File: config.mk
export PLATFORM = sky130hd
export DESIGN_NAME = bcd_bin
export DESIGN_NICKNAME = d
export VERILOG_FILES = /design/src/rtl/bcd_bin.sv
export SDC_FILE = /design/constraint.sdc
export NUM_CORES = 1
export LEC_CHECK = 0
export ABC_AREA = 1
export CAP_MARGIN = 20
export CORE_MARGIN = 4
export CORE_UTILIZATION = 42
export DETAILED_ROUTE_END_ITERATION = 12
export GPL_TIMING_DRIVEN = 0
export PLACE_DENSITY = 0.67
export SYNTH_ARGS = -nofsm -noshare
export SYNTH_HDL_FRONTEND = slang
export SYNTH_SLANG_ARGS = --single-unit
export TNS_END_PERCENT = 100
File: constraint.sdc
create_clock -name clk -period 1.29 [get_ports clk]
set_input_delay 0.1935 -clock clk [delete_from_list [all_inputs] [get_ports clk]]
set_output_delay 0.1935 -clock clk [all_outputs]
set_load 0.02 [all_outputs]
File: src/rtl/bcd_bin.sv
// Sequential BCD-to-binary converter (reverse double-dabble).
// Each iteration shifts right one bit, then takes 3 off any BCD nibble >= 8.
module bcd_bin #(
   parameter int DIGITS = 4,
   parameter int BIN_W  = 14
) (
   input  logic                  clk,
   input  logic                  rst_n,
   input  logic                  start,
   input  logic [4*DIGITS-1:0]   bcd_in,
   output logic [BIN_W-1:0]      binary,
   output logic                  busy,
   output logic                  done,
   output logic                  error
);
   localparam int BCD_W = 4 * DIGITS;
   localparam int SR_W  = BCD_W + BIN_W;
   localparam int CNT_W = $clog2(BIN_W + 1);

   typedef enum logic {S_IDLE, S_SHIFT} state_t;

   state_t             state_q, state_d;
   logic [SR_W-1:0]    sr_q, sr_d;
   logic [CNT_W-1:0]   cnt_q, cnt_d;
   logic [BIN_W-1:0]   binary_q, binary_d;
   logic               busy_q, busy_d;
   logic               done_q, done_d;
   logic               error_q, error_d;

   logic [SR_W-1:0]    sr_adj;
   logic               bad_digit;
   logic               last_iter;

   // One iteration: shift, then correct every BCD nibble in parallel.
   always_comb begin
      sr_adj = sr_q >> 1;
      for (int i = 0; i < DIGITS; i++) begin
         if (sr_adj[BIN_W+4*i +: 4] >= 4'd8)
            sr_adj[BIN_W+4*i +: 4] = sr_adj[BIN_W+4*i +: 4] - 4'd3;
      end
   end

   always_comb begin
      bad_digit = 1'b0;
      for (int i = 0; i < DIGITS; i++) begin
         if (bcd_in[4*i +: 4] > 4'd9) bad_digit = 1'b1;
      end
   end

   assign last_iter = (cnt_q == CNT_W'(BIN_W - 1));

   always_comb begin
      state_d  = state_q;
      sr_d     = sr_q;
      cnt_d    = cnt_q;
      binary_d = binary_q;
      busy_d   = busy_q;
      done_d   = 1'b0;
      error_d  = error_q;
      case (state_q)
         S_IDLE: begin
            if (start) begin
               if (bad_digit) begin
                  binary_d = '0;
                  error_d  = 1'b1;
                  done_d   = 1'b1;
               end else begin
                  sr_d    = {bcd_in, {BIN_W{1'b0}}};
                  cnt_d   = '0;
                  busy_d  = 1'b1;
                  state_d = S_SHIFT;
               end
            end
         end
         S_SHIFT: begin
            sr_d  = sr_adj;
            cnt_d = cnt_q + 1'b1;
            if (last_iter) begin
               binary_d = sr_adj[BIN_W-1:0];
               error_d  = 1'b0;
               done_d   = 1'b1;
               busy_d   = 1'b0;
               state_d  = S_IDLE;
            end
         end
         default: state_d = S_IDLE;
      endcase
   end

   always_ff @(posedge clk or negedge rst_n) begin
      if (!rst_n) begin
         state_q  <= S_IDLE;
         sr_q     <= '0;
         cnt_q    <= '0;
         binary_q <= '0;
         busy_q   <= 1'b0;
         done_q   <= 1'b0;
         error_q  <= 1'b0;
      end else begin
         state_q  <= state_d;
         sr_q     <= sr_d;
         cnt_q    <= cnt_d;
         binary_q <= binary_d;
         busy_q   <= busy_d;
         done_q   <= done_d;
         error_q  <= error_d;
      end
   end

   assign binary = binary_q;
   assign busy   = busy_q;
   assign done   = done_q;
   assign error  = error_q;

   // A valid input must have drained the BCD field completely.
   a_residue_zero: assert property (@(posedge clk) disable iff (!rst_n)
      (state_q == S_SHIFT && last_iter) |-> (sr_adj[SR_W-1:BIN_W] == '0));

endmodule
# Word-level counts from Yosys, hierarchy flattened

Index checks and enable logic that the tools add are counted.

Reduce and logical (&&, ||, !) cells: 3
$lt $le $gt $ge: 8
Bitwise operators: 1
Equal/unequal tests: 5
$add $sub $neg: 5
Mux-type cells: 33

Operators by type and width:

| kind                                                              | count |
|---|---|
| 2-to-1 mux 30 bit                                                 | 2 |
| one-hot mux 30 bit (2 select lines)                               | 1 |
| 2-to-1 mux 14 bit                                                 | 3 |
| one-hot mux 14 bit (2 select lines)                               | 1 |
| 2-to-1 mux 4 bit                                                  | 6 |
| greater-than comparator 4 bit, second input constant              | 4 |
| 2-to-1 mux 1 bit                                                  | 15 |
| greater-or-equal comparator 4 bit, second input constant          | 3 |
| subtractor 4 x 2 -> 4 bit, second input constant                  | 3 |
| one-hot mux 1 bit (2 select lines)                                | 4 |
| one-hot mux 4 bit (2 select lines)                                | 1 |
| != test 2 bit, second input constant                              | 3 |
| AND reduction 3 bit                                               | 2 |
| adder 4 x 1 -> 4 bit, second input constant                       | 1 |
| equality test 4 bit, second input constant                        | 1 |
| greater-or-equal comparator 3 x 4 -> 1 bit, second input constant | 1 |
| subtractor 3 x 2 -> 4 bit, second input constant                  | 1 |
| != test 2 x 1 -> 1 bit, second input constant                     | 1 |
| AND reduction 2 bit                                               | 1 |
| NOT 1 bit                                                         | 1 |

Bits of input ports: 19
Output and inout bits: 17
Register bits after elaboration: 52

# Depth between registers and ports, before layout

Gate-level depths: netlist of the first run.

Depth in word-level cells: 8
Gate-level depth with buffers: 9
Mapped depth without buffers: 8

# Worst setup path after synthesis of the first run

Ideal clock, no wire load.

Path kind: register -> register
From: reg cnt_q[1]
To: reg binary_q[0] (netlist: binary[0])
Buffers on the path: 1
Stages on the path, launching flop included: 8
Slack: 0.036 ns
Data arrival time: 1.189 ns
Required time: 1.225 ns
Cell sequence: dfrtp_1 inv_1 ha_1 nand4_2 inv_2 buf_2 nand2_1 nand2_1

Cells in the longest elaborated chain, start to end: 3

Ends and longest elaborated chain:

| item                             | line | text |
|---|---|---|
| from (decl)                      | 24   | `logic [CNT_W-1:0] cnt_q, cnt_d;` |
| from (signal assigned)           | 102  | `cnt_q <= cnt_d;` |
| equality test 4 bit              | 50   | `assign last_iter = (cnt_q == CNT_W'(BIN_W - 1));` |
| != test 2 x 1 -> 1 bit (no line) | --   |  |
| AND reduction 3 bit (no line)    | --   |  |
| to (signal assigned)             | 103  | `binary_q <= binary_d;` |
| to (decl)                        | 25   | `logic [BIN_W-1:0] binary_q, binary_d;` |

Every way passes these cells.
A chain may end at the register's enable or synchronous reset.

# Worst setup path after layout of the first run

From: in bcd_in[11]
To: reg sr_q[25]

Cells in the longest elaborated chain, start to end: 5
Elaborated cells on any way between the ends: 8
Those cells by class: 1 x order compare; 1 x eq/ne; 5 x mux; 1 x reduce/logical

Ends and longest elaborated chain:

| item                           | line | text |
|---|---|---|
| from (decl)                    | 10   | `input logic [4*DIGITS-1:0] bcd_in,` |
| greater-than comparator 4 bit  | 46   | `if (bcd_in[4*i +: 4] > 4'd9) bad_digit = 1'b1;` |
| 2-to-1 mux 1 bit (2 in series) | 46   |  |
| != test 2 bit (no line)        | --   |  |
| AND reduction 2 bit (no line)  | --   |  |
| to (signal assigned)           | 101  | `sr_q <= sr_d;` |
| to (decl)                      | 23   | `logic [SR_W-1:0] sr_q, sr_d;` |

Several ways; a longest one is shown, not always the timed one. The select of a mux whose other input is x is not followed.

==> results by group, run 1 <==
Run status
  – Status: finished with violations
  – Violated checks: negative setup slack

Placement
  – GP Congestion: roughly 0.8
  – Number of port buffers: 35
  – Dpl hpwl: ~4.0 mm

Detailed routing
  – ANT nets after route: 0
  – DR vias/cell: a little over 5
  – Avg WL per Cell: 13.7 um
  – Drt drc: 0
  – DRT iter0 DRCs: around 170
  – Via count: about 2300
  – 1st-pass router iterations: 4
  – Routed wire length: 6.22 mm

Finish
  – Commonest cells after routing, fill and taps aside: 135 x nand2_1, 48 x dfrtp_1, 33 x nand3_1, 25 x dlygate4sd2_1, 20 x buf_4
  – Synthesis-to-layout area growth: 35.4%
  – Layout Nets: 409
  – Share of cells above drive strength 1: between 15 and 20%
  – Final Util: ~60%
  – N_diodes: 0
  – Most common cell after layout, fill and taps aside: nand2_1

Setup path
  – Critical path type: input pin to flop
  – Worst EP arrival: 1.55 ns
  – FF-to-FF End: sr_q[23]$_DFFE_PN0P_
  – CP Launch Type: input pin
  – Crit-path max FO: 2
  – Critical Path RT: 1.55 ns
  – R2R Setup Slk: roughly 0.05 ns
  – Critical R2R Launch: sr_q[23]$_DFFE_PN0P_
  – R2R cell count: 6
  – Crit end category: flop

Synth
  – Cell variety after synth: 24
  – Yosys reg bits: 51
  – Mean area per synthesized cell: between 7 and 8 um^2
  – Syn Nets: 342
  – Part of the Yosys area used for sequential elements: between 50% and 60%
  – Cells after Synth: about 320
  – Synthesized cell area: 2510 um^2
  – Ys Warns: 0

Clock network
  – CTS Buf Count: 5
  – Clock-pin slew on the worst setup and hold paths: ~0.1 ns
  – CTS tree: built
  – Clk sink count: a little over 50
  – CTS Buffer Depth: 2
  – H-Tree Depth: 2
  – Clock root buffer: clkbuf_8
  – Worst skew pair latency: ~0.31 ns

Timing
  – Final setup fails: 1
  – Max Freq: slightly below 0.8 GHz
  – Unrepaired setup endpoints after global routing: yes
  – Rel. slew slack: slightly above 70%
  – Clock Skews: approximately 0.012 ns
  – Clock period minus worst slack: 1.29 ns
  – Final hold vios: 0
  – Final max-slew violation count: 0
  – Fin crit share: 100%
  – Setup slack after layout: -0.00490 ns
  – Worst-Margin Slew: ~0.43 ns

Die
  – Starting density of the core: around 45%
  – Core ar.: ~5600 um^2
  – Row count: 27
  – Chip height: 85.3 um
  – Die width: roughly 85 um
  – Die area: 7280 um^2
  – # IOs: 36

Worst hold path
  – Hold_sp: bcd_in[15]
  – Hold EP: sr_q[29]$_DFFE_PN0P_
  – Hold path depth: 5
  – Worst Hold Class: input pin to flop

GRT
  – Vias in the first global route: approximately 2200
  – First-pass GRT wire length: 10.3 mm
  – GR Overflow Total: 0
  – Global-route usage over all layers: between 10% and 20%
  – Antenna violations before repair: 0
  – Largest net degree at the start of global routing: 36

Job
  – Maxcap violations: 0

Pwr
  – Peak VDD IR: 0.802 mV
  – Lkg Pwr: between 1.5 and 2 nW
  – Pwr per Cell Area: between 1500 and 2000 nW/um^2
  – Post-layout power: between 5 and 6 mW
[state kept, by name (all words and copies together) (netlist names)]
register,cells
binary,14
busy,1
cnt_q,4
done,1
error,1
sr_q,29
state_q,1
[worst max-delay path by stage]
stage	startpoint	endpoint
2_1_floorplan	cnt_q[1]$_DFFE_PN0P_	binary[0]$_DFFE_PN0P_
4_1_cts	bcd_in[15]	binary[9]$_DFFE_PN0P_
3_5_place_dp	bcd_in[2]	binary[11]$_DFFE_PN0P_
3_3_place_gp	rst_n	done$_DFF_PN0_
6_report	bcd_in[11]	sr_q[25]$_DFFE_PN0P_
5_1_grt	state_q$_DFF_PN0_	sr_q[20]$_DFFE_PN0P_
[through the flow]
stage,setup WS (ns),std cells,cell area (um^2),hold slack [ns],setup TNS (ns)
detailed placement,-0.470,423,2970,0.156,-20.01
finish,-0.00490,454,3400,0.300,-0.00490
CTS,0.0164,450,3270,0.360,0
global placement,-1.50,422,2950,0.454,-95.41
global route,-0.0340,454,3400,0.333,-0.246
floorplan,0.0363,315,2510,-0.102,0
[layout make-up]
| cell class | instances | area (um^2) |
|---|---|---|
| plain buffers | 14 | 150 |
| clock buffers | 6 | 82.6 |
| clock inverters | 1 | 5.00 |
| fillers | 488 | 2240 |
| inverters | 18 | 70.1 |
| multi-input cells | 232 | 1150 |
| flip-flops and latches | 51 | 1280 |
| well taps | 72 | 90.1 |
| repair buffers | 60 | 568 |
[synth_stat cells (all sizes together)]
library cell	instances	area share (%)
nand2	139	21
nand3	34	7.0
nand4	3	1.0
o22ai	3	0.75
ha	8	4.0
dfrtp	51	51
or2	3	0.75
o21bai	3	0.90
xnor2	1	0.35
and2	1	0.25
clkbuf	3	0.45
buf	11	3.2
inv	18	2.7
o21ai	10	2.0
nor2	18	2.7
a21oi	9	1.8
[power breakdown]
group,switching [mW],total [mW],internal [mW]
clock network,0.517,0.939,0.422
logic,0.888,1.65,0.763
registers,0.477,2.54,2.07
total,1.88,5.13,3.25
[routing by layer]
| metal | vias to the layer above | share of wire (%) | track usage (%) |
|---|---|---|---|
| li1 | 1129 | - | - |
| met1 | 1081 | 45 | 24.6 |
| met2 | 66 | 48 | 28.3 |
| met3 | 8 | 5.4 | 3.30 |
| met4 | 0 | 1.6 | 6.33 |
| met5 | - | 0 | 0 |
[timing repair]
action / CTS / global route
setup buffers: 18 / 2
cloned: 1 / 2
resized for setup: 47 / 32
pin swaps: 9 / 4
hold buffers: 1 / 0
endpoints found under the setup margin: 66 / 48
endpoints found under the hold margin: 16 / 0
[critical path, cell delays in order]
cell	delay, ns
clkdlybuf4s50_1	0.47
inv_2	0.04
buf_4	0.12
buf_4	0.12
buf_4	0.12
buf_4	0.12
o22ai_1	0.19
nand3_1	0.12
nand2_1	0.07
[logic make-up after synthesis]
family	after synthesis	synth area share, %
AOI/OAI and AO/OA	25	5.43
DFF	51	50.8
and+or+nand+nor	198	33.0
xor gates and xnor gates	1	0.349
buffers and inverters	32	6.38
adders and majority gates	8	3.99
Power figures use the tool's default switching activity.
==> inputs of run 2 (changes only) <==
- CORE_UTILIZATION: 42 -> 35
- PLACE_DENSITY: 0.67 -> default
==> run 2 against run 1 <==
- the run now ends clean
- non-clock buffer count grew 7
- flip-flop and latch count is the same
- register-to-register slack lost 0.03 ns
- worst hold slack gained 0.056 ns
- power grew 5.7%
- global-route usage shrank 2.3 points
- via count shrank 1.3%
- count of clock-buffer cells in the layout is the same
- die area grew 18%
- setup slack gained 0.020 ns
- combinational power is essentially flat
- core utilization shrank 9.3 points
- critical path type is now flop to flop
- largest cell class unchanged
- highest routed layer unchanged
==> results by group, run 2 (synthesis results as in run 1) <==
Run status
  – Status: completed

Clock network
  – Worst skew pair latency: 0.31 ns (about the same)
  – CTS Buffer Depth: 2 (unchanged)
  – Clk sink count: 51 (unchanged)
  – H-Tree Depth: 2 (unchanged)
  – Clock-pin slew on the worst setup and hold paths: 0.10 ns (about the same)
  – Clock root buffer: clkbuf_8
  – CTS tree: built
  – CTS Buf Count: 5 (unchanged)

Setup path
  – Worst EP arrival: 1.52 ns (-0.03 ns)
  – Buffers and inverters on the worst path: 2 (-4)
  – Cell family with most CP delay: simple AND/OR/NAND/NOR gates
  – Critical path type: flop to flop
  – R2R cell count: 6 (unchanged)
  – Critical Path RT: 1.54 ns (about the same)
  – Slowest stage cell on the critical path: dfrtp_2
  – Worst path max stage delay: 0.45 ns (-0.02 ns)
  – Critical R2R Launch: state_q$_DFF_PN0_
  – Crit-path max FO: 10 (+8)
  – Crit. Startpoint: state_q$_DFF_PN0_
  – Crit end category: flop
  – CP Launch Type: flop
  – Cell mode on critical path: nand2_1
  – R2R Setup Slk: 0.02 ns (-0.03 ns)
  – Worst Setup EP: sr_q[19]$_DFFE_PN0P_
  – Worst path depth: 6 (-3)
  – FF-to-FF End: sr_q[19]$_DFFE_PN0P_
  – CP Cell Sequence: or2_1 > buf_6 > nand2_8 > buf_8 > nand2_1 > nand2_1

Detailed routing
  – ANT nets after route: 0 (unchanged)
  – DRT iter0 DRCs: 111 (-33%)
  – DR vias/cell: 4.64 (-7.8%)
  – Via count: 2254 (-1.3%)
  – 1st-pass router iterations: 4 (unchanged)
  – Routed wire length: 6.41 mm (+3.1%)
  – Drt drc: 0 (unchanged)
  – Avg WL per Cell: 13.2 um (-3.7%)

Finish
  – Share of cells above drive strength 1: 19.5% (+1.4 points)
  – Commonest cells after routing, fill and taps aside: 133 x nand2_1, 48 x dfrtp_1, 33 x nand3_1, 26 x dlygate4sd2_1, 25 x buf_4
  – Layout fillers: 686 (+41%)
  – Most flops, register: sr_q
  – Layout Nets: 416 (+1.7%)
  – N_diodes: 0 (unchanged)
  – Final Instance Area: 3500 um^2 (+2.9%)
  – Max reg flops: 29 (unchanged)
  – Synthesis-to-layout area growth: 39.4%
  – Cell Count, Final, Fillers Out: 486 (+7.0%)
  – Most common cell after layout, fill and taps aside: nand2_1

Timing
  – Final max-slew violation count: 0 (unchanged)
  – Final hold vios: 0 (unchanged)
  – Max Freq: 0.784 GHz (+1.6%)
  – Unrepaired setup endpoints after global routing: yes
  – Worst-Margin Slew: 0.608 ns (+0.173 ns)
  – Clock Skews: 0.0101 ns (-0.00185 ns)
  – Final setup fails: 0 (-1)
  – Rel. slew slack: 59.5% (-12 points)
  – Clock period minus worst slack: 1.27 ns (-0.0200 ns)
  – Setup slack after layout: 0.0152 ns (+0.0200 ns)
  – Fin crit share: 98.8% (-1.6 points)

Pwr
  – Sw Share: 35.5% (-1.2 points)
  – Sequential share of power: 47.0% (-2.6 points)
  – Pwr per Cell Area: 1550 nW/um^2 (+2.7%)
  – Peak VDD IR: 0.562 mV (-30%)
  – Lkg Pwr: 1.95 nW (+3.2%)
  – Clock Power Share: 22.2% (+3.9 points)
  – Post-layout power: 5.43 mW (+5.7%)
  – Psw: 1.92 mW (+2.3%)
  – P_int: 3.50 mW (+7.7%)
  – Combinational share of power: 30.7% (-1.5 points)

Die
  – Row count: 30 (+11%)
  – Die width: 92.7 um (+8.6%)
  – Chip height: 92.7 um (+8.6%)
  – # IOs: 36 (unchanged)
  – Die area: 8590 um^2 (+18%)
  – Starting density of the core: 36.6% (-8.0 points)
  – Core ar.: 6870 um^2 (+22%)

GRT
  – First-pass GRT wire length: 10.7 mm (+3.7%)
  – Antenna violations before repair: 0 (unchanged)
  – Largest net degree at the start of global routing: 28 (-22%)
  – Global-route usage over all layers: 15.6% (-2.3 points)
  – GR Overflow Total: 0 (unchanged)
  – Vias in the first global route: 2216 (+1.8%)

Placement
  – Number of port buffers: 35 (unchanged)
  – Area post-placement: 3000 um^2 (+1.0%)
  – GP Congestion: 0.789 (+1.3%)
  – DP Worst Slack: -0.478 ns (-0.00856 ns)
  – Placed Cells: 447 (+5.7%)
  – Dpl hpwl: 4.13 mm (+3.7%)

Worst hold path
  – Worst Hold Class: input pin to flop

Job
  – Maxcap violations: 0 (unchanged)
## run 2: cell types whose count changed in the layout (fill, tap and decap cells not counted), moves of 2 or more
cell,before,now
nand2_1,135,133
buf_4,20,25
nor2_1,12,14
clkdlybuf4s50_1,8,6
nand2_2,2,4
## run 2: repair_timing
item                                    CTS  global route
hold buffers                              1             0
endpoints found under the setup margin   61            49
gates resized for setup                  55            23
gates cloned                              2             1
setup buffers                            24             3
pin swaps                                12             8
endpoints found under the hold margin    24             0
## run 2: worst min-delay path, cell delays in order
cell and delay [ns]:
dlygate4sd2_1 0.21, nand2_1 0.05, nand2_1 0.05, nand3_1 0.07, nand2_1 0.07
## run 2: final cells by class
cell class / instances / area (um^2) / area share (%)
sequential: 51 / 1280 / 36.6
multi-input combinational: 232 / 1140 / 32.5
timing repair buffer: 67 / 611 / 17.4
buffer: 14 / 160 / 4.58
tap: 96 / 120 / 3.43
clock buffer: 6 / 82.6 / 2.36
inverter: 18 / 70.1 / 2.00
clock inverter: 2 / 38.8 / 1.11
## run 2: how the worst min path moves through the flow
stage          slack, ns  cells after the start                 start                     to
6_report            0.36                      5            bcd_in[10]   sr_q[24]$_DFFE_PN0P_
5_1_grt             0.39                      5            bcd_in[10]   sr_q[24]$_DFFE_PN0P_
4_1_cts             0.35                      5            bcd_in[10]   sr_q[24]$_DFFE_PN0P_
3_5_place_dp        0.24                      1                 rst_n   sr_q[19]$_DFFE_PN0P_
3_3_place_gp        0.46                      2  sr_q[29]$_DFFE_PN0P_   sr_q[29]$_DFFE_PN0P_
2_1_floorplan      -0.10                      0                 rst_n  binary[0]$_DFFE_PN0P_
## run 2: power groups by stage
stage,clock (mW),sequential (mW),combinational [mW]
6_report,1.21,2.55,1.67
5_1_grt,1.27,2.63,1.91
4_1_cts,1.22,2.54,1.56
3_5_place_dp,0,2.57,1.33
3_3_place_gp,0,2.56,1.28
2_1_floorplan,0,2.47,0.958
## run 2: routing by layer
layer | up-vias | global-route usage (%) | wire [um]
li1 | 1144 | - | -
met1 | 1065 | 20.2 | 2980
met2 | 33 | 26.8 | 3140
met3 | 12 | 2.11 | 165
met4 | 0 | 5.74 | 124
met5 | - | 0 | 0
## run 2: per-stage QoR
| stage | hold WS (ns) | setup TNS [ns] | util, % |
|---|---|---|---|
| floorplan | -0.102 | 0 | - |
| global route | 0.394 | -0.871 | 50.9 |
| global placement | 0.455 | -101.98 | 43.4 |
| detailed placement | 0.240 | -21.18 | 43.6 |
| CTS | 0.353 | 0 | 49.8 |
| finish | 0.356 | 0 | 50.9 |
